## config.mk

```make
export PLATFORM = sky130hd
export DESIGN_NAME = instr_fetch_seq
export DESIGN_NICKNAME = d
export VERILOG_FILES = /design/src/rtl/instr_fetch_seq.sv
export SDC_FILE = /design/constraint.sdc
export NUM_CORES = 1
export LEC_CHECK = 0
export ABC_AREA = 1
export BUFFER_PORTS_ARGS = -buffer_cell sky130_fd_sc_hd__buf_2
export CORE_ASPECT_RATIO = 0.8
export CORE_MARGIN = 1
export CORE_UTILIZATION = 54
export CTS_CLUSTER_SIZE = 28
export DETAILED_ROUTE_END_ITERATION = 10
export PLACE_DENSITY = 0.83
export SYNTH_ARGS = -nofsm -noshare
export SYNTH_HDL_FRONTEND = slang
export SYNTH_SLANG_ARGS = --single-unit
```

## constraint.sdc

```tcl
create_clock -name clk -period 3.8 [get_ports clk]
set_clock_uncertainty 0.05 [all_clocks]
set_input_delay 0 -clock clk [delete_from_list [all_inputs] [get_ports clk]]
set_output_delay 0 -clock clk [all_outputs]
set_load 0.01 [all_outputs]
```

## src/rtl/instr_fetch_seq.sv

```systemverilog
// Fetch sequencer: drives PC to a combinational instruction ROM,
// latches and decodes the word, issues it, and counts retirements.
module instr_fetch_seq #(
  parameter int          PC_WIDTH    = 8,
  parameter int          INSTR_WIDTH = 16,
  parameter logic [7:0]  RESET_PC    = 8'h00
) (
  input  logic                   clk,
  input  logic                   rst,
  output logic [PC_WIDTH-1:0]    pc,
  input  logic [INSTR_WIDTH-1:0] rom_data,
  input  logic                   stall,
  input  logic                   exec_done,
  input  logic [PC_WIDTH-1:0]    jump_target,
  output logic [INSTR_WIDTH-1:0] instr,
  output logic                   instr_valid,
  output logic [2:0]             rd,
  output logic [7:0]             imm8,
  output logic                   is_mem,
  output logic                   is_store,
  output logic                   is_ori,
  output logic                   is_jump,
  output logic                   is_nop,
  output logic [15:0]            retired_cnt
);

  localparam logic [0:0] FETCH = 1'b0;
  localparam logic [0:0] ISSUE = 1'b1;

  localparam logic [PC_WIDTH-1:0] PC_ONE = 1;
  localparam logic [PC_WIDTH-1:0] PC_RST = PC_WIDTH'(RESET_PC);

  logic [0:0] state;
  logic       retire;

  // Field decode straight off the latched instruction register
  always_comb begin
    rd       = instr[10:8];
    imm8     = instr[7:0];
    is_mem   = (instr[15:12] == 4'b1010);
    is_store = is_mem & instr[11];
    is_ori   = (instr[15:11] == 5'b00101);
    is_jump  = (instr[15:12] == 4'b1001);
    is_nop   = (instr == '0);
  end

  // Issue handshake; a NOP retires without waiting on the datapath
  always_comb begin
    instr_valid = (state == ISSUE);
    retire      = instr_valid & (exec_done | is_nop);
  end

  // Sequencer state, PC, instruction latch and retire counter
  always_ff @(posedge clk or posedge rst) begin
    if (rst) begin
      state       <= FETCH;
      pc          <= PC_RST;
      instr       <= '0;
      retired_cnt <= '0;
    end else begin
      unique case (state)
        FETCH: begin
          if (!stall) begin
            instr <= rom_data;
            state <= ISSUE;
          end
        end
        ISSUE: begin
          if (retire) begin
            pc          <= is_jump ? jump_target : pc + PC_ONE;
            retired_cnt <= retired_cnt + 16'd1;
            state       <= FETCH;
          end
        end
        default: state <= FETCH;
      endcase
    end
  end

endmodule

```

Word level (Yosys, flattened, before mapping)
Index checks and enable logic that the tools add are counted.

operators by class
  $lt $le $gt $ge = 0
  $add $sub $neg = 2
  multiplexer cells = 4
  bitwise logic cells = 5
  reduce and logical (&&, ||, !) cells = 3
  shift-type cells = 0
  divide/modulo/power cells = 0
  eq/ne operators = 3
  $mul = 0

operators by type and width
  kind                                                                   number
  16-bit by 1-bit adder with 16-bit output, second input constant        1
  16-bit logical NOT                                                     1
  8-bit by 1-bit adder with 8-bit output, second input constant          1
  4-bit equality test, second input constant                             2
  8-bit two-way mux                                                      1
  5-bit by 3-bit equality test with 1-bit output, second input constant  1
  2-bit AND reduction                                                    2
  1-bit AND                                                              2
  1-bit two-way mux                                                      2
  1-bit inverter                                                         2
  1-bit case mux with 2 select lines                                     1
  1-bit OR                                                               1

storage, ports and cells
  bits in latches = 0
  flip-flop bits (word level) = 41
  word-level logic and storage cells = 21
  memories kept = 0
  memory bits (read-only) = 0
  memory bits (writable) = 0
  output and inout bits = 57
  bits of input ports = 28

Longest topological paths before layout
Gate-level depths: netlist of run 1.

  word-level depth = 5
  gate-level depth with buffers = 9
  depth with buffers taken out = 9

Least setup slack after synthesis of run 1
No wires, ideal clock.

  kind = flip-flop to flip-flop
  start = register retired_cnt[0]
  end = register retired_cnt[10]
  path slack = 2355 ps
  data arrival time = 1278 ps
  clock period less this slack = 1445 ps
  required time = 3634 ps
  library setup time = 116 ps
  path buffers = 0
  stages on the path, launching flop included = 8
  cell sequence = dfrtp_1 ha_1 nand2_1 nor2_1 nand3_1 xnor2_1 nand2_1 nand2_1

between the ends
  word-level cells in the longest chain between the ends = 1

RTL lines
  what                                      line  source
  from (decl)                               24    output logic [15:0] retired_cnt
  from (signal assigned)                    71    retired_cnt <= retired_cnt + 16'd1;
  16-bit by 1-bit adder with 16-bit output  71

Every way passes these cells.
A chain may end at the register's enable or synchronous reset.

Worst setup path after layout of run 1
  start = register state, in the netlist instr_valid
  end = register retired_cnt[14]

between the ends
  word-level cells in the longest chain between the ends = 2

RTL lines
  what                             line  source
  from (decl)                      33    logic [0:0] state;
  from (signal assigned)           56    state <= FETCH;
  from (signal assigned)           65    state <= ISSUE;
  from (signal assigned)           72    state <= FETCH;
  1-bit AND                        50    retire = instr_valid & (exec_done | is_nop);
  2-bit AND reduction (no line) *  -

Mark *: on every way between the ends. The rest lies on a longest branch, timed or not.

==> impl_metrics.py, run 1 <==
metrics = {
    "worst_setup_path": {
        "crit_top_cell": "nand2_1",
        "cp-end-kind": "register",
        "cp_max_fo": 17,
        "reg2reg_depth": 4,
        "cp_top_family": "flip-flops",
        "r2r_slack_ns": 2.14,
        "cp-endpoint": "retired_cnt[14]",
        "criticalPathCategory": "register to register",
        "cp-start-kind": "register",
        "critPathArrivalTime_ns": 1.85,
        "r2r-end": "retired_cnt[14]",
        "critPathRequiredTime_ns": 3.99,
        "crit_start": "instr_valid",
        "rr_startpoint": "instr_valid",
        "cp_num_buf_inv": 1,
        "cp_cell_sequence": "inv_1 -> a21oi_2 -> nand2_1 -> nand2_1",
        "cp_slowest_cell": "dfrtp_1",
        "max_stage_delay_ns": 0.74,
        "cp_num_cells": 4,
    },
    "grt": {
        "grt_max_degree": 42,
        "antenna_found_initial": 0,
        "grt_pass1_wl_mm": 10.21,
        "grt_usage_pct": 28.75,
        "grt.overflow.total": 0,
        "grt_pass1_vias": 2227,
    },
    "synth": {
        "synth_edf_count": 0,
        "synth_cell_types": 26,
        "yosys-top-cells-count": "120 x nand2_1, 41 x dfrtp_1, 31 x nand3_1",
        "ys.flop_type": "dfrtp_1",
        "async_reset_ff_share_pct": 100.0,
        "ys_seq_area_share_pct": 43.39,
        "synth_most_common_cell": "nand2_1",
        "ys_ff_latch": 41,
        "yosysTopAreaCell": "dfrtp_1",
        "synth_fp_nets": 339,
        "synth_warnings": 0,
        "synth_area_leaders": "dfrtp_1 43%, nand2_1 19%, nand3_1 6.6%, mux2_2 6.2%, buf_4 4.1%",
        "synth_top_area_share_pct": 43.39,
        "synth_area_um2": 2365,
        "synth_area_per_cell_um2": 7.653,
        "syn_inst": 309,
    },
    "cts": {
        "tritoncts": "built",
        "root_buffer": "clkbuf_8",
        "cts_made_buffers": 5,
        "clock_latency_ns": 0.30,
        "cts.path.max_buffers": 2,
        "h-tree-depth": 2,
        "clk_pin_slew_ns": 0.09,
        "cts_setup_buffers": 0,
        "clock-sinks": 41,
    },
    "place": {
        "globalplace.congestion": 0.8193,
        "place_ws_ns": 2.181,
        "portBuffers": 84,
        "dpl.hpwl_mm": 3.879,
    },
    "sta": {
        "worst_slew_pin_slew_ns": 0.6105,
        "min_period_ns": 1.657,
        "finalHoldViolCount": 0,
        "rsz0062_at_grt": "false",
        "max_freq_mhz": 603.4,
        "post-route-period-util_pct": 43.61,
        "slew_headroom_pct": 59.30,
        "holdWs_ns": 0.02981,
        "setup_ws_ns": 2.143,
        "setup-tns-final_ns": 0,
        "finalSetupViolCount": 0,
        "maxSlewViolCount": 0,
    },
    "floorplan": {
        "chipHeight_um": 61.19,
        "std_cell_rows": 21,
        "start_util_pct": 56.25,
        "core_area_um2": 4204,
        "dieWidth_um": 75.99,
        "die_area_um2": 4650,
        "io_pins": 85,
    },
    "finish": {
        "final_nets": 437,
        "fin_util_pct": 73.45,
        "antennaDiodeCount": 0,
        "drive_above_1_share_pct": 28.19,
        "area_growth_pct": 30.58,
    },
    "run_status": {
        "status": "complete, no violations",
    },
    "power_and_ir_drop": {
        "vdd_drop_max_mv": 0.5017,
        "p_per_area_nw_per_um2": 501.8,
        "p_leak_nw": 1.694,
        "fin_total_pwr_w": 0.001549,
    },
    "route": {
        "wl_per_cell_um": 13.48,
        "drt_pass1_iterations": 5,
        "route.vias.total": 2377,
        "drc": 0,
        "finalWirelength_mm": 6.268,
        "postRouteAntennaNets": 0,
        "via_per_inst": 5.112,
        "drt_iter0_markers": 171,
    },
    "hold_path": {
        "hold_class": "input port to register",
    },
    "run": {
        "cap_viol_max_count": 0,
    },
}
-- worst min-delay path by stage --
stage	endpoint	cells after the start	start	slack (ns)
global placement	instr[4]	3	rst	0.10
CTS	pc[2]	5	jump_target[2]	0.003
floorplan	instr[12]	2	rom_data[12]	0.07
finish	pc[2]	5	jump_target[2]	0.03
global route	pc[2]	5	jump_target[2]	0.07
detailed placement	instr[4]	3	rst	0.10
-- routing by layer --
layer | share of wire (%) | routed length [um] | up-vias | track usage, %
li1 | - | - | 1162 | -
met1 | 42 | 2612 | 1106 | 34.44
met2 | 49 | 3095 | 84 | 52.08
met3 | 5.4 | 338 | 25 | 5.333
met4 | 3.5 | 221 | 0 | 14.29
met5 | 0 | 0 | - | 0
-- where the power goes --
group	internal [W]	total (W)	switching (W)	leakage [nW]
clock network	0.000197	0.000360	0.000163	0.0543
registers	0.000532	0.000660	0.000127	0.522
logic	0.000234	0.000530	0.000296	1.12
-- stage by stage --
stage               instance area (um2)  instances
global route                       3088        465
global placement                   2733        433
floorplan                          2365        309
finish                             3088        465
CTS                                3088        465
detailed placement                 2733        433
-- logic make-up (layout without fill, tap and decap cells) --
logic type / Yosys count / in the layout / synth area share, %
and+or+nand+nor: 191 / 191 / 34.13
buffers and inverters: 45 / 144 / 9.999
DFF: 41 / 41 / 43.39
muxes: 13 / 13 / 6.190
AOI/OAI and AO/OA: 9 / 9 / 2.275
xor gates and xnor gates: 8 / 8 / 2.963
adders and majority gates: 2 / 2 / 1.058
-- final cells by class --
cell class,instances,area [um2]
clock buffers,5,68.82
clock inverters,3,46.29
fillers,311,1116
inverters,26,97.59
multi-input cells,223,1102
flip-flops and latches,41,1026
well taps,57,71.32
repair buffers,110,675.6
-- tightest hold or removal path: stages --
cell and delay [ns]:
buf_2 0.08, nand2_1 0.05, nand2_1 0.08, nand3_1 0.07
nand2_1 0.07
-- layout by cell type (no fill, tap or decap), types with 3 or more instances in the layout --
master	n
dlygate4sd3_1	24
mux2_2	13
xor2_1	5
nand2_1	120
clkbuf_8	5
nand4_1	6
dfrtp_1	41
nand3_1	31
xnor2_1	3
o21ai_0	5
buf_2	84
nor2_1	25
inv_1	25
-- state kept, by name, summed over array words and instances, names as in the netlist --
register / flops
instr: 16
retired_cnt: 16
pc: 8
instr_valid: 1
-- what timing repair did --
action | 4_1_cts | 5_1_grt
hold buffers | 24 | 0
setup endpoints to repair | 0 | 0
resized for setup | 0 | 0
endpoints found under the hold margin | 64 | 0
Power figures use the tool's default switching activity.
==> run 2, diff against run 1 <==
- ABC_AREA: 1 -> 0
- CORE_UTILIZATION: 54 -> 48
- PLACE_DENSITY: 0.83 -> 0.77
- clock period: 3.8 -> 1.7 ns (I/O delays scaled with it)
==> impl_metrics.py, run 2 <==
metrics = {
    "power_and_ir_drop": {
        "fin_total_pwr_w": 0.004279,
        "clkPwrFrac_pct": 19.5,
        "vdd_drop_max_mv": 1.036,
        "pwr-share-seq_pct": 40.0,
        "p_sw_share_pct": 39.22,
        "p_leak_nw": 1.557,
        "internal_power_w": 0.002601,
        "p_per_area_nw_per_um2": 1278,
        "power.switching_w": 0.001678,
        "power.share.combinational_pct": 40.6,
    },
    "grt": {
        "grt_max_degree": 42,
        "grt_usage_pct": 32.24,
        "antenna_found_initial": 0,
        "grt_pass1_vias": 1986,
        "grt_pass1_wl_mm": 10.10,
        "grt.overflow.total": 0,
    },
    "floorplan": {
        "io_pins": 85,
        "start_util_pct": 51.88,
        "std_cell_rows": 20,
        "dieWidth_um": 74.86,
        "core_area_um2": 3929,
        "die_area_um2": 4513,
        "chipHeight_um": 60.29,
    },
    "route": {
        "drc": 0,
        "postRouteAntennaNets": 0,
        "finalWirelength_mm": 7.192,
        "wl_per_cell_um": 19.23,
        "via_per_inst": 5.602,
        "route.vias.total": 2095,
        "drt_pass1_iterations": 4,
        "drt_iter0_markers": 132,
    },
    "worst_setup_path": {
        "max_stage_delay_ns": 0.43,
        "rr_startpoint": "instr[10]",
        "cp-end-kind": "register",
        "cp_cell_sequence": "nor4_4 -> a41oi_4 -> buf_4 -> buf_6 -> nor3_4 -> xor2_1",
        "r2r-end": "retired_cnt[4]",
        "crit_start": "instr[10]",
        "cp_num_cells": 6,
        "cp_max_fo": 6,
        "critPathRequiredTime_ns": 1.86,
        "cp_slowest_cell": "dfrtp_1",
        "r2r_slack_ns": -0.22,
        "criticalPathCategory": "register to register",
        "cp_top_family": "simple AND/OR/NAND/NOR gates",
        "cp-endpoint": "retired_cnt[4]",
        "cp_num_buf_inv": 2,
        "cp-start-kind": "register",
        "reg2reg_depth": 6,
        "critPathArrivalTime_ns": 2.07,
    },
    "synth": {
        "ys_ff_latch": 41,
        "synth_most_common_cell": "dfrtp_1",
        "syn_inst": 179,
        "synth_area_per_cell_um2": 11.39,
        "yosysTopAreaCell": "dfrtp_1",
        "synth-xor-area-share_pct": 6.446,
        "ys.flop_type": "dfrtp_1",
        "async_reset_ff_share_pct": 100.0,
        "yosys-top-cells-count": "41 x dfrtp_1, 17 x mux2_2, 12 x xor2_1",
        "synth_edf_count": 0,
        "synth-simple-area-share_pct": 17.25,
        "synth_area_leaders": "dfrtp_1 50%, mux2_2 9.4%, xor2_1 5.2%, buf_4 4.1%, nor4_2 3.1%",
        "synth_warnings": 0,
        "synth_fp_nets": 209,
        "synth_cell_types": 35,
        "synth_compound_area_share_pct": 8.901,
        "synth_adder_area_share_pct": 1.228,
        "synth_top_area_share_pct": 50.34,
        "synth_area_um2": 2038,
        "muxShareOfSynthArea_pct": 9.883,
        "ys_seq_area_share_pct": 50.34,
        "synth_top_family_by_area": "simple AND/OR/NAND/NOR gates",
    },
    "finish": {
        "antennaDiodeCount": 0,
        "layout_commonest_cell": "buf_2",
        "drive_above_1_share_pct": 55.80,
        "nFillCells": 193,
        "area_growth_pct": 64.33,
        "final_cell_mix": "83 x buf_2, 40 x dfrtp_1, 30 x buf_4, 25 x dlygate4sd3_1, 16 x mux2_2",
        "stdcell_count": 374,
        "reg.largest.list": "instr: 16 flops, retired_cnt: 16 flops, pc: 8 flops",
        "fin_util_pct": 85.25,
        "final_nets": 348,
    },
    "sta": {
        "holdWs_ns": 0.05810,
        "post-route-period-util_pct": 112.8,
        "setup_ws_ns": -0.2177,
        "rsz0062_at_grt": "true",
        "finalHoldViolCount": 0,
        "finalSetupViolCount": 25,
        "maxSlewViolCount": 0,
        "slew_headroom_pct": 65.49,
        "max_freq_mhz": 521.5,
        "worst_slew_pin_slew_ns": 0.5177,
        "min_period_ns": 1.918,
    },
    "cts": {
        "cts_made_buffers": 5,
        "h-tree-depth": 2,
        "clk_pin_slew_ns": 0.08,
        "clock_latency_ns": 0.31,
        "tritoncts": "built",
        "clock-sinks": 41,
        "cts.path.max_buffers": 2,
        "root_buffer": "clkbuf_8",
    },
    "place": {
        "dp.cells": 330,
        "globalplace.congestion": 0.7642,
        "dpl.hpwl_mm": 3.656,
        "portBuffers": 84,
    },
    "run": {
        "cap_viol_max_count": 0,
    },
    "run_status": {
        "violations": "setup timing",
        "status": "finished, violations left",
    },
    "hold_path": {
        "min_path_cells": 3,
        "hold_class": "input port to register",
    },
}
==> run 2: cell families after synthesis <==
| logic type | Yosys count |
|---|---|
| xor gates and xnor gates | 15 |
| muxes | 18 |
| and+or+nand+nor | 57 |
| adders and majority gates | 2 |
| AOI/OAI and AO/OA | 27 |
| buffers and inverters | 19 |
| DFF | 41 |
==> run 2: power groups by stage <==
stage | Clock [W] | Sequential [W] | Combinational, W
global route | 0.000889 | 0.00173 | 0.00187
finish | 0.000833 | 0.00171 | 0.00174
floorplan | 0 | 0.00176 | 0.000628
CTS | 0.000825 | 0.00165 | 0.00157
detailed placement | 0 | 0.00163 | 0.00142
global placement | 0 | 0.00162 | 0.00138
==> run 2: repair_timing <==
action | CTS | global route
setup buffers | 6 | 6
cloned | 0 | 0
resized for setup | 33 | 18
endpoints found under the setup margin | 23 | 25
endpoints found under the hold margin | 65 | 0
hold buffers | 25 | 0
pin swaps | 11 | 9
==> run 2: worst min-delay path by stage <==
stage	startpoint	end	slack, ns
after global placement	rst	retired_cnt[12]	0.1
after floorplan	rom_data[3]	instr[3]	0.10
after global routing	jump_target[6]	pc[6]	0.05
final	jump_target[6]	pc[6]	0.06
after CTS	jump_target[6]	pc[6]	0.008
after detailed placement	rst	retired_cnt[15]	0.11
==> run 2: metal layers <==
metal	share of wire [%]	global-route usage, %
met2	52	55.08
met4	4.4	17.52
met3	4.3	8.938
met1	39	36.73
met5	0	0
==> run 2: cell type report <==
| class | count | area, um2 | area share, % |
|---|---|---|---|
| clock buffers | 7 | 86.33 | 2.578 |
| flip-flops and latches | 41 | 1027 | 30.67 |
| multi-input cells | 119 | 1114 | 33.25 |
| inverters | 3 | 11.26 | 0.3362 |
| clock inverters | 1 | 30.03 | 0.8965 |
| repair buffers | 148 | 1012 | 30.22 |
| well taps | 55 | 68.82 | 2.055 |
==> run 2: worst register-to-register path: stages (launching register included) <==
cell and delay [ns]:
dfrtp_1 0.43, nor4_4 0.41, a41oi_4 0.22, buf_4 0.19
buf_6 0.14, nor3_4 0.18, xor2_1 0.20
==> run 2: stage by stage <==
| stage | worst slack, ns | instance area [um2] | TNS (ns) |
|---|---|---|---|
| after floorplan | -0.07343 | 2053 | -0.1436 |
| after global placement | -0.1146 | 2655 | -0.5192 |
| after detailed placement | -0.2485 | 2655 | -2.411 |
| after CTS | -0.1264 | 3238 | -0.5222 |
| after global routing | -0.2848 | 3349 | -4.590 |
| final | -0.2177 | 3349 | -3.064 |
==> run 3, diff against run 2 <==
- CORE_ASPECT_RATIO: 0.8 -> not set
- CORE_UTILIZATION: 48 -> 51
- PLACE_DENSITY: 0.77 -> 0.81
- clock period: 1.7 -> 2.38 ns (I/O delays scaled with it)
==> impl_metrics.py, run 3 (same netlist as run 2, synthesis figures left out) <==
metrics = {
    "power_and_ir_drop": {
        "p_per_area_nw_per_um2": 901.5,
        "vdd_drop_max_mv": 0.5862,
        "p_leak_nw": 1.295,
    },
    "place": {
        "dpl.hpwl_mm": 3.238,
        "globalplace.congestion": 0.8585,
        "place_ws_ns": 0.3185,
        "dp.cells": 302,
        "portBuffers": 84,
    },
    "finish": {
        "antennaDiodeCount": 0,
        "nFillCells": 279,
        "layout_commonest_cell": "buf_2",
        "final_cell_mix": "84 x buf_2, 41 x dfrtp_1, 22 x dlygate4sd3_1, 17 x mux2_2, 12 x xor2_1",
        "final_nets": 313,
        "stdcell_count": 332,
        "area_growth_pct": 35.60,
        "reg.largest.list": "instr: 16 flops, retired_cnt: 16 flops, pc: 8 flops",
        "fin_util_pct": 73.83,
        "drive_above_1_share_pct": 42.61,
    },
    "sta": {
        "slew_headroom_pct": 64.51,
        "setup_ws_ns": 0.3134,
        "worst_slew_pin_slew_ns": 0.5268,
        "max_freq_mhz": 483.9,
        "finalSetupViolCount": 0,
        "finalHoldViolCount": 0,
        "maxSlewViolCount": 0,
        "min_period_ns": 2.067,
        "setup-tns-final_ns": 0,
        "rsz0062_at_grt": "false",
        "post-route-period-util_pct": 86.83,
    },
    "route": {
        "drt_pass1_iterations": 4,
        "via_per_inst": 5.419,
        "drc": 0,
        "postRouteAntennaNets": 0,
        "finalWirelength_mm": 4.689,
        "wl_per_cell_um": 14.12,
        "route.vias.total": 1799,
        "drt_iter0_markers": 106,
    },
    "run_status": {
        "status": "complete, no violations",
    },
    "floorplan": {
        "dieWidth_um": 65.22,
        "io_pins": 85,
        "core_area_um2": 3744,
        "chipHeight_um": 65.22,
        "start_util_pct": 54.45,
        "std_cell_rows": 22,
        "die_area_um2": 4253,
    },
    "hold_path": {
        "hold_class": "input port to register",
        "hold_start": "jump_target[3]",
    },
    "grt": {
        "grt_usage_pct": 24.76,
        "grt.overflow.total": 0,
        "antenna_found_initial": 0,
        "grt_pass1_wl_mm": 7.852,
        "grt_max_degree": 42,
        "grt_pass1_vias": 1796,
    },
    "cts": {
        "clk_pin_slew_ns": 0.07,
        "cts.path.max_buffers": 2,
        "root_buffer": "clkbuf_8",
        "tritoncts": "built",
        "clock_latency_ns": 0.30,
        "cts_made_buffers": 5,
        "ctsResizeCount": 0,
        "clock-sinks": 41,
        "cts_setup_buffers": 0,
        "h-tree-depth": 2,
    },
    "run": {
        "cap_viol_max_count": 0,
    },
    "worst_setup_path": {
        "rr_startpoint": "instr[7]",
        "crit_start": "instr[7]",
        "cp-end-kind": "register",
        "cp_max_fo": 17,
        "critPathRequiredTime_ns": 2.51,
        "critPathArrivalTime_ns": 2.20,
        "criticalPathCategory": "register to register",
        "cp-start-kind": "register",
    },
}
==> run 3: changes by cell type in the layout (fill, tap and decap cells not counted), moves of 3 or more <==
cell and change:
buf_4 -23, buf_6 -9, nor3_1 +8, nor4_4 -8, nor3_2 -5, nor4_2 +5
nor2_1 +4, o21ai_0 +4, dlygate4sd3_1 -3, nor2_2 -3, nor3_4 -3, nor4_1 +3
==> run 3: routing by layer <==
metal  wire length [um]  vias up  track usage, %
li1                   -      857               -
met1               1892      874           26.99
met2               2434       64           43.81
met3                308        4           7.986
met4                 54        0           10.33
met5                  0        -               0
==> run 3: repair_timing <==
item                       CTS  global route
hold endpoints to repair    62             0
hold buffers                22             0
setup endpoints to repair    0             0
==> run 3: worst paths after layout <==
| kind | to | slack [ns] | cells after the start |
|---|---|---|---|
| max in group asynchronous | instr[8] | 1.60 | 4 |
| max reg2reg | retired_cnt[1] | 0.31 | 5 |
| min reg2reg | retired_cnt[15] | 0.41 | 1 |
| min in group asynchronous | instr[13] | 0.33 | 4 |
| max | retired_cnt[1] | 0.31 | 5 |
| min | pc[3] | 0.005 | 3 |
==> run 3: layout make-up <==
cell class,count,area [um2],area share [%]
clock buffers,6,72.57,2.626
clock inverters,2,10.01,0.3622
inverters,3,11.26,0.4074
multi-input cells,119,890.9,32.23
well taps,48,60.06,2.173
flip-flops and latches,41,1026,37.12
repair buffers,113,693.2,25.08
==> run 3: per-stage QoR <==
step                total power (W)  hold slack [ns]  area, um2
floorplan                  0.001697           0.1017       2038
global placement           0.002018          0.09637       2461
detailed placement         0.002043          0.09864       2461
CTS                        0.002502        0.0008651       2764
global route               0.002672         0.001800       2764
finish                     0.002492         0.005163       2764
==> run 3: worst max-delay path, cell delays in order (launching register included) <==
cell,delay (ns)
dfrtp_1,0.42
nor4_2,0.40
a41oi_2,0.32
buf_4,0.29
nor2_1,0.14
mux2_2,0.35
==> run 3: where the power goes <==
part | switching [W] | internal, W
Combinational | 0.000435 | 0.000438
Clock | 0.000228 | 0.000203
Sequential | 0.000278 | 0.000909
